==> src/rtl/mc_control_pkg.sv <==
// mc_control_pkg
//   Shared types and constants for the multi-cycle RV32IM control decoder:
//   ALU operation encodings, opcode values, writeback / PC / branch selects
//   and the sequencer state type.
package mc_control_pkg;

  typedef enum logic [4:0] {
    ALU_AND   = 5'b00000,
    ALU_OR    = 5'b00001,
    ALU_XOR   = 5'b00010,
    ALU_ADD   = 5'b00011,
    ALU_SUB   = 5'b00100,
    ALU_MUL   = 5'b00101,
    ALU_MULH  = 5'b00110,
    ALU_MULHU = 5'b00111,
    ALU_SLL   = 5'b01000,
    ALU_SRL   = 5'b01001,
    ALU_SRA   = 5'b01010,
    ALU_SLT   = 5'b01100,
    ALU_SLTU  = 5'b01101,
    ALU_DIV   = 5'b10000,
    ALU_DIVU  = 5'b10001,
    ALU_REM   = 5'b10010,
    ALU_REMU  = 5'b10011
  } aluop_e;

  localparam logic [6:0] OP_RTYPE  = 7'b0110011;
  localparam logic [6:0] OP_ITYPE  = 7'b0010011;
  localparam logic [6:0] OP_BRANCH = 7'b1100011;
  localparam logic [6:0] OP_JAL    = 7'b1101111;
  localparam logic [6:0] OP_JALR   = 7'b1100111;
  localparam logic [6:0] OP_LUI    = 7'b0110111;
  localparam logic [6:0] OP_SYSTEM = 7'b1110011;

  localparam logic [2:0] F3_CSRRW  = 3'b001;

  typedef enum logic [1:0] {
    RS_SW  = 2'b00,
    RS_LUI = 2'b01,
    RS_ALU = 2'b10,
    RS_PC4 = 2'b11
  } regsel_e;

  typedef enum logic [1:0] {
    PC_PLUS4  = 2'b00,
    PC_BRANCH = 2'b01,
    PC_JAL    = 2'b10,
    PC_JALR   = 2'b11
  } pcsrc_e;

  typedef enum logic [1:0] {
    BT_ZERO  = 2'b00,
    BT_ONE   = 2'b01,
    BT_NZERO = 2'b10,
    BT_NEVER = 2'b11
  } btype_e;

  typedef enum logic {
    RUN  = 1'b0,
    WAIT = 1'b1
  } state_e;

endpackage

==> src/rtl/mc_decode.sv <==
// mc_decode
//   Purely combinational instruction decoder. Maps opcode/funct3/funct7/imm
//   to datapath control fields, flags undecodable instructions, and marks
//   instructions that must be sequenced over several cycles.
// Ports:
//   opcode, funct3, funct7, imm   : instruction fields
//   aluop, alusrc, regwrite       : ALU op, immediate select, RF write
//   gpiowe                        : one-hot GPIO channel write enable
//   regsel, pcsrc, btype          : writeback / PC / branch selects
//   illegal                       : instruction cannot be decoded
//   multicycle, is_div            : needs the sequencer; divide-class latency
module mc_decode
  import mc_control_pkg::*;
#(
  parameter int          MUL_CYCLES        = 1,
  parameter int          DIV_EN            = 0,
  parameter int          NUM_GPIO_OUT      = 1,
  parameter logic [11:0] CSR_GPIO_OUT_BASE = 12'hF02,
  parameter logic [11:0] CSR_SW_IN         = 12'hF00
) (
  input  logic [6:0]              opcode,
  input  logic [2:0]              funct3,
  input  logic [6:0]              funct7,
  input  logic [11:0]             imm,
  output logic [4:0]              aluop,
  output logic                    alusrc,
  output logic                    regwrite,
  output logic [NUM_GPIO_OUT-1:0] gpiowe,
  output logic [1:0]              regsel,
  output logic [1:0]              pcsrc,
  output logic [1:0]              btype,
  output logic                    illegal,
  output logic                    multicycle,
  output logic                    is_div
);

  logic [NUM_GPIO_OUT-1:0] gpio_hit;

  // One address comparator per GPIO output channel.
  for (genvar gi = 0; gi < NUM_GPIO_OUT; gi++) begin : g_gpio_hit
    assign gpio_hit[gi] = (imm == CSR_GPIO_OUT_BASE + 12'(gi));
  end

  always_comb begin
    aluop      = ALU_AND;
    alusrc     = 1'b0;
    regwrite   = 1'b0;
    gpiowe     = '0;
    regsel     = RS_ALU;
    pcsrc      = PC_PLUS4;
    btype      = BT_NEVER;
    illegal    = 1'b0;
    multicycle = 1'b0;
    is_div     = 1'b0;

    case (opcode)
      OP_RTYPE: begin
        regwrite = 1'b1;
        case (funct7)
          7'b0000000: begin
            case (funct3)
              3'b000:  aluop = ALU_ADD;
              3'b001:  aluop = ALU_SLL;
              3'b010:  aluop = ALU_SLT;
              3'b011:  aluop = ALU_SLTU;
              3'b100:  aluop = ALU_XOR;
              3'b101:  aluop = ALU_SRL;
              3'b110:  aluop = ALU_OR;
              default: aluop = ALU_AND;
            endcase
          end
          7'b0100000: begin
            case (funct3)
              3'b000:  aluop = ALU_SUB;
              3'b101:  aluop = ALU_SRA;
              default: illegal = 1'b1;
            endcase
          end
          7'b0000001: begin
            case (funct3)
              3'b000: begin aluop = ALU_MUL;   multicycle = (MUL_CYCLES > 1); end
              3'b001: begin aluop = ALU_MULH;  multicycle = (MUL_CYCLES > 1); end
              3'b011: begin aluop = ALU_MULHU; multicycle = (MUL_CYCLES > 1); end
              3'b100, 3'b101, 3'b110, 3'b111: begin
                if (DIV_EN != 0) begin
                  // funct3 100..111 map straight onto DIV, DIVU, REM, REMU
                  aluop      = {3'b100, funct3[1:0]};
                  multicycle = 1'b1;
                  is_div     = 1'b1;
                end else begin
                  illegal = 1'b1;
                end
              end
              default: illegal = 1'b1;  // MULHSU is not supported
            endcase
          end
          default: illegal = 1'b1;
        endcase
      end

      OP_ITYPE: begin
        regwrite = 1'b1;
        alusrc   = 1'b1;
        case (funct3)
          3'b000: aluop = ALU_ADD;
          3'b010: aluop = ALU_SLT;
          3'b011: aluop = ALU_SLTU;
          3'b100: aluop = ALU_XOR;
          3'b110: aluop = ALU_OR;
          3'b111: aluop = ALU_AND;
          3'b001: begin
            if (funct7 == 7'b0000000) aluop = ALU_SLL;
            else                      illegal = 1'b1;
          end
          default: begin  // 3'b101: shift kind selected by funct7
            if      (funct7 == 7'b0000000) aluop = ALU_SRL;
            else if (funct7 == 7'b0100000) aluop = ALU_SRA;
            else                           illegal = 1'b1;
          end
        endcase
      end

      OP_BRANCH: begin
        pcsrc = PC_BRANCH;
        case (funct3)
          3'b000: begin aluop = ALU_SUB;  btype = BT_ZERO;  end
          3'b001: begin aluop = ALU_SUB;  btype = BT_NZERO; end
          3'b100: begin aluop = ALU_SLT;  btype = BT_ONE;   end
          3'b101: begin aluop = ALU_SLT;  btype = BT_ZERO;  end
          3'b110: begin aluop = ALU_SLTU; btype = BT_ONE;   end
          3'b111: begin aluop = ALU_SLTU; btype = BT_ZERO;  end
          default: illegal = 1'b1;
        endcase
      end

      OP_JAL: begin
        regsel   = RS_PC4;
        regwrite = 1'b1;
        pcsrc    = PC_JAL;
      end

      OP_JALR: begin
        regsel   = RS_PC4;
        regwrite = 1'b1;
        pcsrc    = PC_JALR;
      end

      OP_LUI: begin
        regsel   = RS_LUI;
        regwrite = 1'b1;
      end

      OP_SYSTEM: begin
        if (funct3 != F3_CSRRW) begin
          illegal = 1'b1;
        end else if (|gpio_hit) begin
          gpiowe = gpio_hit;
        end else if (imm == CSR_SW_IN) begin
          regsel   = RS_SW;
          regwrite = 1'b1;
        end else begin
          illegal = 1'b1;
        end
      end

      default: illegal = 1'b1;
    endcase

    // An illegal instruction must not disturb the datapath: everything
    // except the flag itself falls back to the idle values.
    if (illegal) begin
      aluop      = ALU_AND;
      alusrc     = 1'b0;
      regwrite   = 1'b0;
      gpiowe     = '0;
      regsel     = RS_ALU;
      pcsrc      = PC_PLUS4;
      btype      = BT_NEVER;
      multicycle = 1'b0;
      is_div     = 1'b0;
    end
  end

endmodule

==> src/rtl/mc_control.sv <==
// mc_control
//   Multi-cycle RV32IM control unit. Single-cycle instructions are decoded
//   combinationally; multiply/divide instructions that need more than one
//   cycle are sequenced by a RUN/WAIT FSM that pulses mdu_start, stalls the
//   front end and issues the register write on the final cycle.
// Ports:
//   clk, rst_n                        : clock, synchronous active-low reset
//   instr_valid, opcode, funct3,
//   funct7, imm                       : instruction register fields
//   aluop, alusrc, regwrite, gpiowe,
//   regsel, pcsrc, btype              : datapath control
//   stall, mdu_start, busy, illegal   : sequencing / status
module mc_control
  import mc_control_pkg::*;
#(
  parameter int          MUL_CYCLES        = 1,
  parameter int          DIV_EN            = 0,
  parameter int          DIV_CYCLES        = 8,
  parameter int          NUM_GPIO_OUT      = 1,
  parameter logic [11:0] CSR_GPIO_OUT_BASE = 12'hF02,
  parameter logic [11:0] CSR_SW_IN         = 12'hF00
) (
  input  logic                    clk,
  input  logic                    rst_n,
  input  logic                    instr_valid,
  input  logic [6:0]              opcode,
  input  logic [2:0]              funct3,
  input  logic [6:0]              funct7,
  input  logic [11:0]             imm,
  output logic [4:0]              aluop,
  output logic                    alusrc,
  output logic                    regwrite,
  output logic [NUM_GPIO_OUT-1:0] gpiowe,
  output logic [1:0]              regsel,
  output logic [1:0]              pcsrc,
  output logic [1:0]              btype,
  output logic                    stall,
  output logic                    mdu_start,
  output logic                    busy,
  output logic                    illegal
);

  localparam int MAX_LAT = (MUL_CYCLES > DIV_CYCLES) ? MUL_CYCLES : DIV_CYCLES;
  localparam int CNT_W   = (MAX_LAT > 1) ? $clog2(MAX_LAT) : 1;

  // The acceptance cycle is one of the L cycles and the final (count==0)
  // cycle is another, so the counter is loaded with L-2.
  localparam logic [CNT_W-1:0] MUL_LOAD = CNT_W'((MUL_CYCLES > 1) ? MUL_CYCLES - 2 : 0);
  localparam logic [CNT_W-1:0] DIV_LOAD = CNT_W'(DIV_CYCLES - 2);

  logic [4:0]              dec_aluop;
  logic                    dec_alusrc;
  logic                    dec_regwrite;
  logic [NUM_GPIO_OUT-1:0] dec_gpiowe;
  logic [1:0]              dec_regsel;
  logic [1:0]              dec_pcsrc;
  logic [1:0]              dec_btype;
  logic                    dec_illegal;
  logic                    dec_multicycle;
  logic                    dec_is_div;

  state_e           state_q, state_d;
  logic [CNT_W-1:0] count_q, count_d;
  logic [4:0]       aluop_q, aluop_d;
  logic [1:0]       regsel_q, regsel_d;

  mc_decode #(
    .MUL_CYCLES       (MUL_CYCLES),
    .DIV_EN           (DIV_EN),
    .NUM_GPIO_OUT     (NUM_GPIO_OUT),
    .CSR_GPIO_OUT_BASE(CSR_GPIO_OUT_BASE),
    .CSR_SW_IN        (CSR_SW_IN)
  ) u_decode (
    .opcode    (opcode),
    .funct3    (funct3),
    .funct7    (funct7),
    .imm       (imm),
    .aluop     (dec_aluop),
    .alusrc    (dec_alusrc),
    .regwrite  (dec_regwrite),
    .gpiowe    (dec_gpiowe),
    .regsel    (dec_regsel),
    .pcsrc     (dec_pcsrc),
    .btype     (dec_btype),
    .illegal   (dec_illegal),
    .multicycle(dec_multicycle),
    .is_div    (dec_is_div)
  );

  always_ff @(posedge clk) begin
    if (!rst_n) begin
      state_q  <= RUN;
      count_q  <= '0;
      aluop_q  <= '0;
      regsel_q <= '0;
    end else begin
      state_q  <= state_d;
      count_q  <= count_d;
      aluop_q  <= aluop_d;
      regsel_q <= regsel_d;
    end
  end

  always_comb begin
    aluop     = ALU_AND;
    alusrc    = 1'b0;
    regwrite  = 1'b0;
    gpiowe    = '0;
    regsel    = RS_ALU;
    pcsrc     = PC_PLUS4;
    btype     = BT_NEVER;
    stall     = 1'b0;
    mdu_start = 1'b0;
    busy      = 1'b0;
    illegal   = 1'b0;
    state_d   = state_q;
    count_d   = count_q;
    aluop_d   = aluop_q;
    regsel_d  = regsel_q;

    case (state_q)
      RUN: begin
        if (instr_valid) begin
          aluop    = dec_aluop;
          alusrc   = dec_alusrc;
          regwrite = dec_regwrite;
          gpiowe   = dec_gpiowe;
          regsel   = dec_regsel;
          pcsrc    = dec_pcsrc;
          btype    = dec_btype;
          illegal  = dec_illegal;
          if (dec_multicycle) begin
            // Result is not ready yet: hold the write back until WAIT ends.
            mdu_start = 1'b1;
            stall     = 1'b1;
            regwrite  = 1'b0;
            state_d   = WAIT;
            count_d   = dec_is_div ? DIV_LOAD : MUL_LOAD;
            aluop_d   = dec_aluop;
            regsel_d  = dec_regsel;
          end
        end
      end
      WAIT: begin
        busy   = 1'b1;
        aluop  = aluop_q;
        regsel = regsel_q;
        if (count_q != '0) begin
          stall   = 1'b1;
          count_d = count_q - CNT_W'(1);
        end else begin
          regwrite = 1'b1;
          state_d  = RUN;
        end
      end
    endcase

    // Reset overrides everything visible, including an in-flight op.
    if (!rst_n) begin
      aluop     = ALU_AND;
      alusrc    = 1'b0;
      regwrite  = 1'b0;
      gpiowe    = '0;
      regsel    = RS_ALU;
      pcsrc     = PC_PLUS4;
      btype     = BT_NEVER;
      stall     = 1'b0;
      mdu_start = 1'b0;
      busy      = 1'b0;
      illegal   = 1'b0;
    end
  end

endmodule

==> config.mk <==
export PLATFORM = sky130hd
export DESIGN_NAME = mc_control
export DESIGN_NICKNAME = d
export VERILOG_FILES = /design/src/rtl/mc_control_pkg.sv /design/src/rtl/mc_decode.sv /design/src/rtl/mc_control.sv
export SDC_FILE = /design/constraint.sdc
export NUM_CORES = 1
export LEC_CHECK = 0
export CORE_AREA = 2 2 55 57
export DETAILED_ROUTE_END_ITERATION = 6
export DIE_AREA = 0 0 57 59
export HOLD_SLACK_MARGIN = 0.02
export MAX_ROUTING_LAYER = met4
export PLACE_DENSITY = 0.71
export SLEW_MARGIN = 20
export SYNTH_ARGS = -nofsm -noshare
export SYNTH_HDL_FRONTEND = slang
export SYNTH_SLANG_ARGS = --single-unit
==> constraint.sdc <==
create_clock -name clk -period 3.1 [get_ports clk]
set_clock_uncertainty 0.1 [all_clocks]
set_input_delay 0.62 -clock clk [delete_from_list [all_inputs] [get_ports clk]]
set_output_delay 0.62 -clock clk [all_outputs]
set_load 0.05 [all_outputs]
==> impl_metrics.ini, run 1 <==
[die]
start_util = 0.336
chipHeight_um = 59
die_area_mm2 = 0.00336
die_x_um = 57
core.rowCount = 19
coreArea_mm2 = 0.00271
io-pin-count = 50

[route]
detailroute.via_count = 1340
wirelength_um = 3720
via_per_inst = 5.54
drt_iter0_markers = 28
wl_per_cell_um = 15.4
drt-pass1-iter-count = 4
drc = 0
antenna_left = 0

[setup_path]
required_ns = 2.38
worst_setup_path_end_kind = output port
path_class = in -> out
rrSetupSlack_ns = 1.63
cp-start-kind = primary input
r2r_cells = 6
path_max_fanout = 6
crit_arrival_ns = 2.65

[min_path]
hold_path.class = reg -> reg
hold_path_depth = 1

[logic_synthesis]
synth_edf_count = 0
ys_ff_latch = 4
ys_types = 45
yosysTopAreaCellShare = 0.0879
synth_area_leaders = dfxtp_1 8.8%, nor2b_1 6.2%, nor3_1 5.5%, nor2_1 4.1%, nand2_1 3.7%
yosysTopAreaCell = dfxtp_1
ys_async_sr_fraction = 0
synth_area_um2 = 911
synthCells = 131
ys.flop_type = dfxtp_1
synth_area_per_cell_um2 = 6.95
seq_area_frac_synth = 0.0879
synth_warnings = 0

[finish]
multi_input_area_mm2 = 0.00101
layoutNonFillerInstCount = 242
drive_above_1_share = 0.493
fin_nets = 247
syn2layout_area_growth_pct = 124
fillCellCount = 202
seqCellArea_um2 = 80.1
antenna_cells = 0
finish.instance_area_mm2 = 0.00204

[flow_run]
drv_cap = 0

[timing]
rsz0062_at_grt = true
timing.final.ws_setup_ns = -0.267
finalSetupViolCount = 11
period_needed_ns = 3.37
hold_viol = 0
fmax_mhz = 297
period_share = 1.09
whs_ns = 0.400
final_max_slew_viol_count = 0

[cts]
cts_htree_levels = 1
cts_tree = built
cts-root-buf = clkbuf_4
cts_hold_buffers = 0
cts_sinks = 4
clock_latency_ns = 0.24
clk_pin_slew_ns = 0.03
cts-buffers-inserted = 3
clock_path_buffers = 2

[power]
p_per_area_mw_per_mm2 = 129
clockPowerShare = 0.252
ir_worst_vdd_mv = 0.236
p_comb_frac = 0.551
power_w = 0.000263
switching_share = 0.356
p_switching_w = 0.0000937
power.leakage_nw = 0.831
p_int_w = 0.000169
p_seq_frac = 0.197

[grt]
grt_pass1_wl_um = 5950
antenna_found_initial = 0
grt_util_all_layers = 0.229
grt-ovfl-total = 0
grt_max_degree = 17
first_global_vias = 1395

[placement]
place_area_mm2 = 0.00186
place_inst = 234
dp_hpwl_um = 2690
dp_slack_ns = -0.655
port_buffers = 47
gp_congestion = 0.874

[status]
violations = negative setup slack
outcome = finished, violations left
## critical path, cell delays in order
cell	delay, ns
clkdlybuf4s15_2	0.20
buf_6	0.13
and4_1	0.20
a221o_1	0.36
or4_4	0.55
buf_12	0.17
a211oi_4	0.24
buf_12	0.17
## state kept, by name (all words and copies together), names as in the netlist
name     flops
state_q      1
count_q      3
## routing by layer
| layer | wire length, µm | track usage |
|---|---|---|
| met5 | 0 | - |
| met4 | 44 | 0.0598 |
| met3 | 154 | 0.0349 |
| met2 | 2110 | 0.455 |
| met1 | 1410 | 0.232 |
## cell usage after synthesis, drive strengths merged (3+ instances only)
| master | n |
|---|---|
| a21oi | 6 |
| nor2 | 10 |
| and2 | 4 |
| nand2 | 9 |
| nand4 | 3 |
| a22oi | 3 |
| nor4 | 4 |
| xnor2 | 3 |
| nor3 | 10 |
| inv | 5 |
| a211oi | 3 |
| nand2b | 3 |
| nand3b | 4 |
| nor2b | 9 |
| dfxtp | 4 |
| buf | 4 |
| nor3b | 4 |
| nand3 | 3 |
| o21ai | 6 |
| clkbuf | 6 |
## per-stage QoR
| stage | TNS [ns] | utilization |
|---|---|---|
| 2_1_floorplan | -2.43 | - |
| 6_report | -1.80 | 0.753 |
| 3_3_place_gp | -6.93 | 0.685 |
| 3_5_place_dp | -7.21 | 0.685 |
| 5_1_grt | -2.69 | 0.753 |
| 4_1_cts | -2.17 | 0.730 |
## final timing paths
check	start	to
max	opcode[6]	aluop[0]
min	count_q[1]	count_q[1]
max reg2reg	count_q[0]	count_q[0]
min reg2reg	count_q[1]	count_q[1]
## timing repair
| item | in CTS | in global routing |
|---|---|---|
| endpoints found under the setup margin | 13 | 13 |
| pin swaps | 17 | 7 |
| gates cloned | 0 | 0 |
| buffers inserted | 5 | 1 |
| resized for setup | 87 | 15 |
## layout by cell type (no fill, tap or decap), types with 5 or more instances in the layout
cell             netlist  final
nor3_4                 0      8
clkdlybuf4s15_1        0      6
buf_4                  2     34
o21ai_0                6      5
buf_12                 0     13
nor2_1                10     10
buf_6                  1     12
inv_1                  5      5
nand2_1                9      9
dlygate4sd2_1          0      6
nor2b_1                9      7
buf_2                  1      7
a21oi_1                6      5
## layout make-up
class / instances / share of cell area
repair buffers: 86 / 0.427
clock buffers: 3 / 0.0110
well taps: 31 / 0.0190
flip-flops and latches: 4 / 0.0392
inverters: 5 / 0.00919
multi-input cells: 113 / 0.494
## power groups by stage
stage | clock network [W] | logic (W) | registers (W)
5_1_grt | 0.0000693 | 0.000154 | 0.0000517
4_1_cts | 0.0000682 | 0.000135 | 0.0000517
6_report | 0.0000663 | 0.000145 | 0.0000517
3_5_place_dp | 0 | 0.000132 | 0.0000525
3_3_place_gp | 0 | 0.000128 | 0.0000525
2_1_floorplan | 0 | 0.0000580 | 0.0000525
## kinds of logic after synthesis
group | share of synthesized area
buffers and inverters | 0.0797
multiplexers | 0.0124
AND/OR/NAND/NOR | 0.475
flip-flops | 0.0879
XOR/XNOR | 0.0289
adder cells (fa/ha/maj) | 0.0275
AO/OA/AOI/OAI | 0.284
other | 0.00412
(Power assumes the default switching activity.)
==> run 2: changes to the inputs <==
--- a/config.mk
+++ b/config.mk
@@ -8,6 +8,7 @@
 export CORE_AREA = 2 2 55 57
 export DETAILED_ROUTE_END_ITERATION = 6
 export DIE_AREA = 0 0 57 59
+export GPL_ROUTABILITY_DRIVEN = 0
 export HOLD_SLACK_MARGIN = 0.02
 export MAX_ROUTING_LAYER = met4
 export PLACE_DENSITY = 0.71
==> results of run 2 <==
Final layout, timing and power as in run 1 (identical DEF).
